--- src/rtl/btn_cmd_arbiter_pkg.sv ---
// Shared definitions for the button command arbiter: FSM state codes and default sizing.
package btn_cmd_arbiter_pkg;

  typedef enum logic [1:0] {
    S_IDLE  = 2'b00,
    S_ISSUE = 2'b01,
    S_GAP   = 2'b10
  } state_e;

  localparam int DEF_NUM_BTN  = 4;
  localparam int DEF_HOLD_CYC = 8;

endpackage

--- src/rtl/btn_cmd_arbiter_rr_pick.sv ---
// Round-robin picker: first set request strictly after `last`, wrapping modulo NUM_BTN.
module btn_cmd_arbiter_rr_pick
  import btn_cmd_arbiter_pkg::*;
#(
  parameter int NUM_BTN = DEF_NUM_BTN,
  parameter int IDX_W   = 2
) (
  input  logic [NUM_BTN-1:0] req,
  input  logic [IDX_W-1:0]   last,
  output logic [IDX_W-1:0]   grant_idx,
  output logic               any
);

  logic [IDX_W-1:0] pos;

  // Walk offsets from farthest to nearest so the nearest set bit is the final assignment.
  always_comb begin
    grant_idx = '0;
    any       = 1'b0;
    pos       = '0;
    for (int k = NUM_BTN; k >= 1; k--) begin
      pos = IDX_W'((int'(last) + k) % NUM_BTN);
      if (req[pos]) begin
        grant_idx = pos;
        any       = 1'b1;
      end
    end
  end

endmodule

--- src/rtl/btn_cmd_arbiter.sv ---
// Latches button pulses as pending requests and issues them one at a time, round-robin,
// on a valid/ready command port, with a settle gap after every accepted command.
module btn_cmd_arbiter
  import btn_cmd_arbiter_pkg::*;
#(
  parameter int NUM_BTN  = DEF_NUM_BTN,
  parameter int IDX_W    = 2,
  parameter int HOLD_CYC = DEF_HOLD_CYC,
  parameter int CNT_W    = 4
) (
  input  logic               clk,
  input  logic               reset,
  input  logic [NUM_BTN-1:0] btn_pulse,
  input  logic               cmd_ready,
  output logic               cmd_valid,
  output logic [IDX_W-1:0]   cmd_idx,
  output logic [NUM_BTN-1:0] pending,
  output logic               busy,
  output logic               ovf
);

  state_e             state_q, state_d;
  logic [NUM_BTN-1:0] pending_q, pending_d;
  logic               cmd_valid_q, cmd_valid_d;
  logic [IDX_W-1:0]   cmd_idx_q, cmd_idx_d;
  logic [IDX_W-1:0]   last_q, last_d;
  logic [CNT_W-1:0]   gap_q, gap_d;
  logic               ovf_q, ovf_d;

  logic               hs;
  logic [NUM_BTN-1:0] clr;
  logic [IDX_W-1:0]   pick_idx;
  logic               pick_any;

  btn_cmd_arbiter_rr_pick #(
    .NUM_BTN (NUM_BTN),
    .IDX_W   (IDX_W)
  ) u_rr_pick (
    .req       (pending_q),
    .last      (last_q),
    .grant_idx (pick_idx),
    .any       (pick_any)
  );

  assign hs  = cmd_valid_q & cmd_ready;
  assign clr = hs ? (NUM_BTN'(1) << cmd_idx_q) : '0;

  always_comb begin
    state_d     = state_q;
    cmd_valid_d = cmd_valid_q;
    cmd_idx_d   = cmd_idx_q;
    last_d      = last_q;
    gap_d       = gap_q;
    // A pulse landing on the bit being retired re-arms it rather than counting as a duplicate.
    pending_d   = (pending_q & ~clr) | btn_pulse;
    ovf_d       = ovf_q | (|(btn_pulse & pending_q & ~clr));
    case (state_q)
      S_IDLE: begin
        if (pick_any) begin
          cmd_idx_d   = pick_idx;
          cmd_valid_d = 1'b1;
          state_d     = S_ISSUE;
        end
      end
      S_ISSUE: begin
        if (hs) begin
          last_d      = cmd_idx_q;
          cmd_valid_d = 1'b0;
          gap_d       = CNT_W'(HOLD_CYC - 1);
          state_d     = S_GAP;
        end
      end
      S_GAP: begin
        if (gap_q == '0) state_d = S_IDLE;
        else             gap_d   = gap_q - CNT_W'(1);
      end
      default: begin
        state_d     = S_IDLE;
        cmd_valid_d = 1'b0;
        cmd_idx_d   = '0;
        gap_d       = '0;
      end
    endcase
  end

  always_ff @(posedge clk) begin
    if (!reset) begin
      state_q     <= S_IDLE;
      pending_q   <= '0;
      cmd_valid_q <= 1'b0;
      cmd_idx_q   <= '0;
      last_q      <= IDX_W'(NUM_BTN - 1);
      gap_q       <= '0;
      ovf_q       <= 1'b0;
    end else begin
      state_q     <= state_d;
      pending_q   <= pending_d;
      cmd_valid_q <= cmd_valid_d;
      cmd_idx_q   <= cmd_idx_d;
      last_q      <= last_d;
      gap_q       <= gap_d;
      ovf_q       <= ovf_d;
    end
  end

  assign cmd_valid = cmd_valid_q;
  assign cmd_idx   = cmd_idx_q;
  assign pending   = pending_q;
  assign busy      = (state_q != S_IDLE);
  assign ovf       = ovf_q;

endmodule

--- config.mk ---
export PLATFORM = sky130hd
export DESIGN_NAME = btn_cmd_arbiter
export DESIGN_NICKNAME = d
export VERILOG_FILES = /design/src/rtl/btn_cmd_arbiter_pkg.sv /design/src/rtl/btn_cmd_arbiter_rr_pick.sv /design/src/rtl/btn_cmd_arbiter.sv
export SDC_FILE = /design/constraint.sdc
export NUM_CORES = 1
export LEC_CHECK = 0
export ABC_AREA = 1
export BUFFER_PORTS_ARGS = -buffer_cell sky130_fd_sc_hd__buf_2
export CAP_MARGIN = 5
export CORE_UTILIZATION = 58
export CTS_BUF_LIST = sky130_fd_sc_hd__clkbuf_8
export CTS_CLUSTER_DIAMETER = 30
export DETAILED_ROUTE_END_ITERATION = 6
export HOLD_SLACK_MARGIN = 0.1
export PLACE_DENSITY = 0.81
export SYNTH_ARGS = -nofsm -noshare
export SYNTH_HDL_FRONTEND = slang
export SYNTH_SLANG_ARGS = --single-unit
--- constraint.sdc ---
create_clock -name clk -period 1.7 [get_ports clk]
set_input_delay 0.34 -clock clk [delete_from_list [all_inputs] [get_ports clk]]
set_output_delay 0.34 -clock clk [all_outputs]
set_load 0.02 [all_outputs]
==> results of run 1 <==
==> path summary, 6_finish.rpt <==
check / startpoint / end / slack, ns
setup reg to reg: last_q[0] / cmd_idx[0] / 0.18
hold / removal: btn_pulse[1] / pending[1] / 0.31
setup / recovery: state_q[0] / busy / 0.11
hold reg to reg: gap_q[3] / gap_q[3] / 0.48
==> power groups by stage <==
stage | Clock (W) | Sequential [W] | Combinational, W
final | 0.000342 | 0.000527 | 0.00101
after floorplan | 0 | 0.000558 | 0.000770
after global placement | 0 | 0.000532 | 0.000975
after CTS | 0.000344 | 0.000526 | 0.00101
after global routing | 0.000359 | 0.000540 | 0.00115
after detailed placement | 0 | 0.000535 | 0.00100
==> cell usage after synthesis, drive strengths merged <==
cell	instances
nor3	3
o21ai	7
dfxtp	16
a21oi	16
clkbuf	1
inv	25
xor2	1
buf	1
nor2	17
o31ai	1
nand2	54
nand4	1
nand3	13
and2	1
ha	6
==> logic make-up after synthesis <==
logic type      after synthesis  synth area share [%]
compound gates               24                 12.73
xor+xnor                      1                0.8103
fa+ha+maj                     6                 6.944
buf+inv                      27                 10.53
flops                        16                 29.63
simple gates                 89                 39.35
==> per-layer routing <==
layer  share of wire, %  up-vias
li1                   -      547
met1                 50      442
met2                 45       20
met3                3.2        5
met4                1.5        0
met5                  0        -
==> worst register-to-register path: cells and delay by family, from the launching register on <==
| family | cells | cell delay (ns) |
|---|---|---|
| DFF | 1 | 0.58 |
| AOI/OAI and AO/OA | 1 | 0.10 |
| and+or+nand+nor | 9 | 0.78 |
==> flip-flops by register name, indices dropped and copies added (netlist names) <==
name       flops
gap_q          4
pending        4
cmd_idx        2
last_q         2
state_q        2
cmd_valid      1
ovf            1
==> through the flow <==
step / worst slack [ns] / util, % / area, µm² / hold WS, ns
4_1_cts: 0.01866 / 70.32 / 1227 / 0.3116
5_1_grt: 0.02817 / 70.32 / 1227 / 0.3228
2_1_floorplan: 0.2016 / - / 1081 / 0.4437
3_3_place_gp: 0.1987 / 67.17 / 1172 / 0.4528
3_5_place_dp: 0.1423 / 67.17 / 1172 / 0.4674
6_report: 0.1113 / 70.32 / 1227 / 0.3066
==> what timing repair did <==
item | 4_1_cts | 5_1_grt
hold buffers | 0 | 0
gates resized for setup | 0 | 1
endpoints found under the hold margin | 0 | 0
endpoints found under the setup margin | 0 | 5
buffers inserted | 0 | 0
==> cell type report <==
cell class	count	area share, %
Sequential cell	16	26.10
Tap cell	25	2.548
Multi-Input combinational cell	120	52.70
Clock buffer	4	4.485
Inverter	25	8.053
Timing Repair Buffer	15	6.116
==> metrics.md, run 1 <==
| Metric | Value |
|---|---|
| Outcome | `complete, no violations` |
| Crit end category | `primary output` |
| Via Count | `a little over 1k` |
| Synth Cell Area | `between 0.001 and 0.0015 mm²` |
| Slowest cell on crit path | `dfxtp_1` |
| Share of layout cells above drive strength 1 | `around a fifth` |
| Clk network pwr share | `between 10% and 20%` |
| Number of cells on the worst reg-to-reg path | `10` |
| Routed vias/inst | `between 4 and 5` |
| Setup-failing EPs final | `0` |
| Setup tns final | `0 ns` |
| Largest net degree at the start of global routing | `14` |
| Worst EP required | `about 1.4 ns` |
| H-tree depth | `1` |
| Clock sink count | `16` |
| Slew headroom | `72.00%` |
| Post-DP HPWL | `between 1500 and 2000 µm` |
| CTS tree | `yes` |
| Starting Density | `roughly three fifths` |
| Min cycle time layout | `between 1.5 and 2 ns` |
| CP Class | `register to primary output` |
| Die span in y | `around 45 µm` |
| Worst Tran Pin Value | `between 0.4 and 0.5 ns` |
| Pleak | `roughly 0.64 nW` |
| Min-Delay Path Depth | `3` |
| Max-cap violations | `0` |
| Drt wl/cell | `10.68 µm` |
| Initial DRC Count | `21` |
| Clock tree buffer depth | `2` |
| Met3 Track Usage GR | `about 3.6%` |
| Min-delay worst type | `input port to register` |
| CTS Buf Count | `3` |
| # port buffers | `15` |
| Switching Share | `46.26%` |
| Cell taking the most area after synthesis | `dfxtp_1` |
| GPL Wtd Cong | `between 0.8 and 0.9` |
| Commonest non-fill, non-tap cell in the layout | `nand2_1` |
| RSZ-0062 raised after global routing | `false` |
| GR Util met1 | `30.96%` |
| Internal power | `~0.0010 W` |
| GR Util met2 | `between 40% and 50%` |
| Total congestion overflow | `0` |
| FF+latch area | `320.3 µm²` |
| # rows | `15` |
| Pwr Total | `~0.0019 W` |
| GR peak layer | `met2` |
| First-pass detailed-route iteration total | `4` |
| Cell family with most CP delay | `buffers and inverters` |
| CP cell instances | `inv_1 > ha_1 > inv_2 > buf_2` |
| Pwr per Cell Area | `roughly 1500 mW/mm²` |
| Fmax | `629.4 MHz` |
| Synth area leaders | `dfxtp_1, nand2_1, inv_1, a21oi_1, ha_1` |
| Finished Layout Cells | `slightly above 200` |
| Chip width | `about 45 µm` |
| CTS root buffer | `clkbuf_8` |
| Worst vdd ir | `1.450 mV` |
| GRT Util Overall | `approximately a quarter` |
| P_sw | `about 0.00087 W` |
| CP Launch Type | `register` |
| Final number of hold-violating endpoints | `0` |
| Most frequent cells in the layout | `nand2_1, inv_1, dfxtp_1` |
| Post-synthesis cell count | `163` |
| Vias in the first global route | `roughly 900` |
| Critical Path Stages | `4` |
| Antenna violations before repair | `0` |
| Area delta synth->final | `13.54%` |
| Insertion delay to the later sink of the worst-skew pair | `approximately 0.25 ns` |
| # DRC | `0` |
| Setup Skew | `between 0.0009 and 0.001 ns` |
| Max stage delay on crit path | `around 0.35 ns` |
| Core ar. | `around 0.0017 mm²` |
| Worst-path fanout max | `5` |
| Multi-input gate area | `roughly 650 µm²` |
| DIE AREA | `0.002040 mm²` |
| Clk slew on worst S/H paths | `roughly 0.06 ns` |
| Layout fillers | `166` |
| Avg Cell Area, Syn | `approximately 6.6 µm²` |
| CP bufs+invs | `3` |
| Critical path data arrival time | `1.25 ns` |
| Cell variety after synth | `24` |
| Slew Limit Fails | `0` |
| IO Pins | `16` |
| Fin crit share | `between 90 and 100%` |
| Warnings from Yosys | `0` |
| # nets final | `194` |
| Global-route wire length before repair | `about 3600 µm` |
| Synth top area share | `29.63%` |
| Register area share after synthesis | `29.63%` |
| Share of power burned in registers | `28.0%` |
| Comb power frac | `a little over half` |
| ANT nets after route | `0` |
| Drt total wl | `2190 µm` |
| Number of synthesized register bits | `16` |
| Synth Net Count | `between 150 and 200` |
| Ant diodes | `0` |
| Placed insts | `around 200` |
Power figures use the tool's default switching activity.
==> run 2: changes to the inputs <==
--- a/config.mk
+++ b/config.mk
@@ -8,12 +8,12 @@
 export ABC_AREA = 1
 export BUFFER_PORTS_ARGS = -buffer_cell sky130_fd_sc_hd__buf_2
 export CAP_MARGIN = 5
-export CORE_UTILIZATION = 58
+export CORE_UTILIZATION = 63
 export CTS_BUF_LIST = sky130_fd_sc_hd__clkbuf_8
 export CTS_CLUSTER_DIAMETER = 30
 export DETAILED_ROUTE_END_ITERATION = 6
 export HOLD_SLACK_MARGIN = 0.1
-export PLACE_DENSITY = 0.81
+export PLACE_DENSITY = 0.87
 export SYNTH_ARGS = -nofsm -noshare
 export SYNTH_HDL_FRONTEND = slang
 export SYNTH_SLANG_ARGS = --single-unit
==> constraint.sdc (replaced) <==
create_clock -name clk -period 2 [get_ports clk]
set_input_delay 0.4 -clock clk [delete_from_list [all_inputs] [get_ports clk]]
set_output_delay 0.4 -clock clk [all_outputs]
set_load 0.02 [all_outputs]
==> run 2 against run 1 <==
Clock skew barely moved. Via count rose by 5.4%. Register-to-register slack improved by 0.24 ns. Die area fell by 7.6%. Wire length rose by 6.9%. Sequential power fell by 15%. Final cell count fell by 4.4%. Combinational power fell by 13%. Clock-buffer cell count did not move. Highest routed layer unchanged. Core utilization rose by 7.7 points. Critical endpoint unchanged. Critical path depth did not move. Largest power group unchanged.
==> metrics.md, run 2 (synthesis gave the netlist of run 1 again) <==
| Metric | Value |
|---|---|
| CTS Buf Count | `3` |
| Crit end category | `primary output` |
| Fmax | `between 500 and 600 MHz` |
| IO Pins | `16` |
| Vias in the first global route | `between 900 and 1k` |
| Antenna violations before repair | `0` |
| CP Class | `register to primary output` |
| Post-CTS setup buffer count | `0` |
| Ant diodes | `0` |
| Internal power | `0.0008586 W` |
| # port buffers | `15` |
| CTS tree | `yes` |
| # nets final | `around 190` |
| Area delta synth->final | `12.50%` |
| Slew headroom | `about 72%` |
| Layout fillers | `between 100 and 150` |
| Global-route wire length before repair | `~3900 µm` |
| DIE AREA | `0.001886 mm²` |
| Switching Share | `a little under half` |
| CTS resizes | `0` |
| Share of layout cells above drive strength 1 | `19.44%` |
| Commonest non-fill, non-tap cell in the layout | `nand2_1` |
| H-tree depth | `1` |
| Clock sink count | `16` |
| GRT Util Overall | `~28%` |
| Total congestion overflow | `0` |
| Insertion delay to the later sink of the worst-skew pair | `between 0.2 and 0.3 ns` |
| Clk network pwr share | `between 10% and 20%` |
| Worst Tran Pin Value | `0.4204 ns` |
| Chip width | `43.43 µm` |
| Clock tree buffer depth | `2` |
| Largest net degree at the start of global routing | `14` |
| Setup-failing EPs final | `0` |
| ANT nets after route | `0` |
| Cts hold-fix bufs | `0` |
| Pwr Total | `about 0.0016 W` |
| CTS root buffer | `clkbuf_8` |
| Via Count | `between 1k and 1.5k` |
| Setup Skew | `0.001482 ns` |
| RSZ-0062 raised after global routing | `false` |
| Share of power burned in registers | `approximately 28%` |
| CP Launch Type | `register` |
| Worst EP required | `between 1.5 and 2 ns` |
| Slew Limit Fails | `0` |
| Die span in y | `roughly 43 µm` |
| P_sw | `between 0.0007 and 0.0008 W` |
| Min-delay worst type | `input port to register` |
| Drt wl/cell | `between 10 and 15 µm` |
| Clk slew on worst S/H paths | `about 0.07 ns` |
| GPL Wtd Cong | `~0.90` |
| Pwr per Cell Area | `1335 mW/mm²` |
| Fin crit share | `86.18%` |
| Min cycle time layout | `~1.7 ns` |
| Comb power frac | `between 50% and 60%` |
| Dpl ws | `approximately 0.44 ns` |
| Critical path data arrival time | `approximately 1.3 ns` |
| # DRC | `0` |
| # rows | `14` |
| Pleak | `0.6454 nW` |
| Setup tns final | `0 ns` |
| Max-cap violations | `0` |
| Core ar. | `0.001559 mm²` |
| Post-DP HPWL | `between 1500 and 2000 µm` |
| Util after Layout | `78.01%` |
| Final worst slack | `around 0.28 ns` |
| Starting Density | `a little over two thirds` |
| Initial DRC Count | `34` |
| Final number of hold-violating endpoints | `0` |
| Most frequent cells in the layout | `nand2_1, inv_1, dfxtp_1` |
| Drt total wl | `around 2300 µm` |
| Worst vdd ir | `roughly 1.2 mV` |
| Routed vias/inst | `about 5.5` |
| Worst-path fanout max | `5` |
| Outcome | `complete, no violations` |
| First-pass detailed-route iteration total | `4` |
run 2: through the flow:
step	area (µm²)	hold slack, ns	std cells
2_1_floorplan	1081	0.4437	163
3_3_place_gp	1161	0.4544	192
3_5_place_dp	1161	0.4653	192
4_1_cts	1216	0.3716	196
5_1_grt	1216	0.3888	196
6_report	1216	0.3708	196
run 2: metal layers:
metal / wire, µm / share of wire (%) / global-route usage, %
met5: 0 / 0 / 0
met4: 43 / 1.8 / 11.25
met3: 123 / 5.3 / 4.583
met2: 1138 / 49 / 47.27
met1: 1037 / 44 / 34.55
run 2: path summary, 6_finish.rpt:
kind,startpoint,endpoint,slack [ns],cells after the start
max,state_q[0],busy,0.28,4
min,btn_pulse[2],pending[2],0.37,3
max reg2reg,state_q[0],gap_q[3],0.42,9
min reg2reg,gap_q[1],gap_q[1],0.48,2
run 2: power groups by stage:
stage / combinational [W] / clock [W] / sequential [W]
after CTS: 0.000878 / 0.000291 / 0.000449
after global routing: 0.000988 / 0.000305 / 0.000459
after floorplan: 0.000654 / 0 / 0.000475
after global placement: 0.000825 / 0 / 0.000452
final: 0.000880 / 0.000293 / 0.000450
after detailed placement: 0.000856 / 0 / 0.000456
run 2: layout make-up:
cell class	count	area (µm²)	area share [%]
repair buffers	15	75.07	6.173
multi-input cells	120	646.9	53.19
inverters	25	98.84	8.128
clock buffers	4	55.05	4.527
flip-flops and latches	16	320.3	26.34
well taps	16	20.02	1.646
run 2: critical path: stages (launching register included):
cell and delay [ns]:
dfxtp_1 0.36, inv_1 0.09, ha_1 0.23, inv_1 0.19, buf_2 0.21
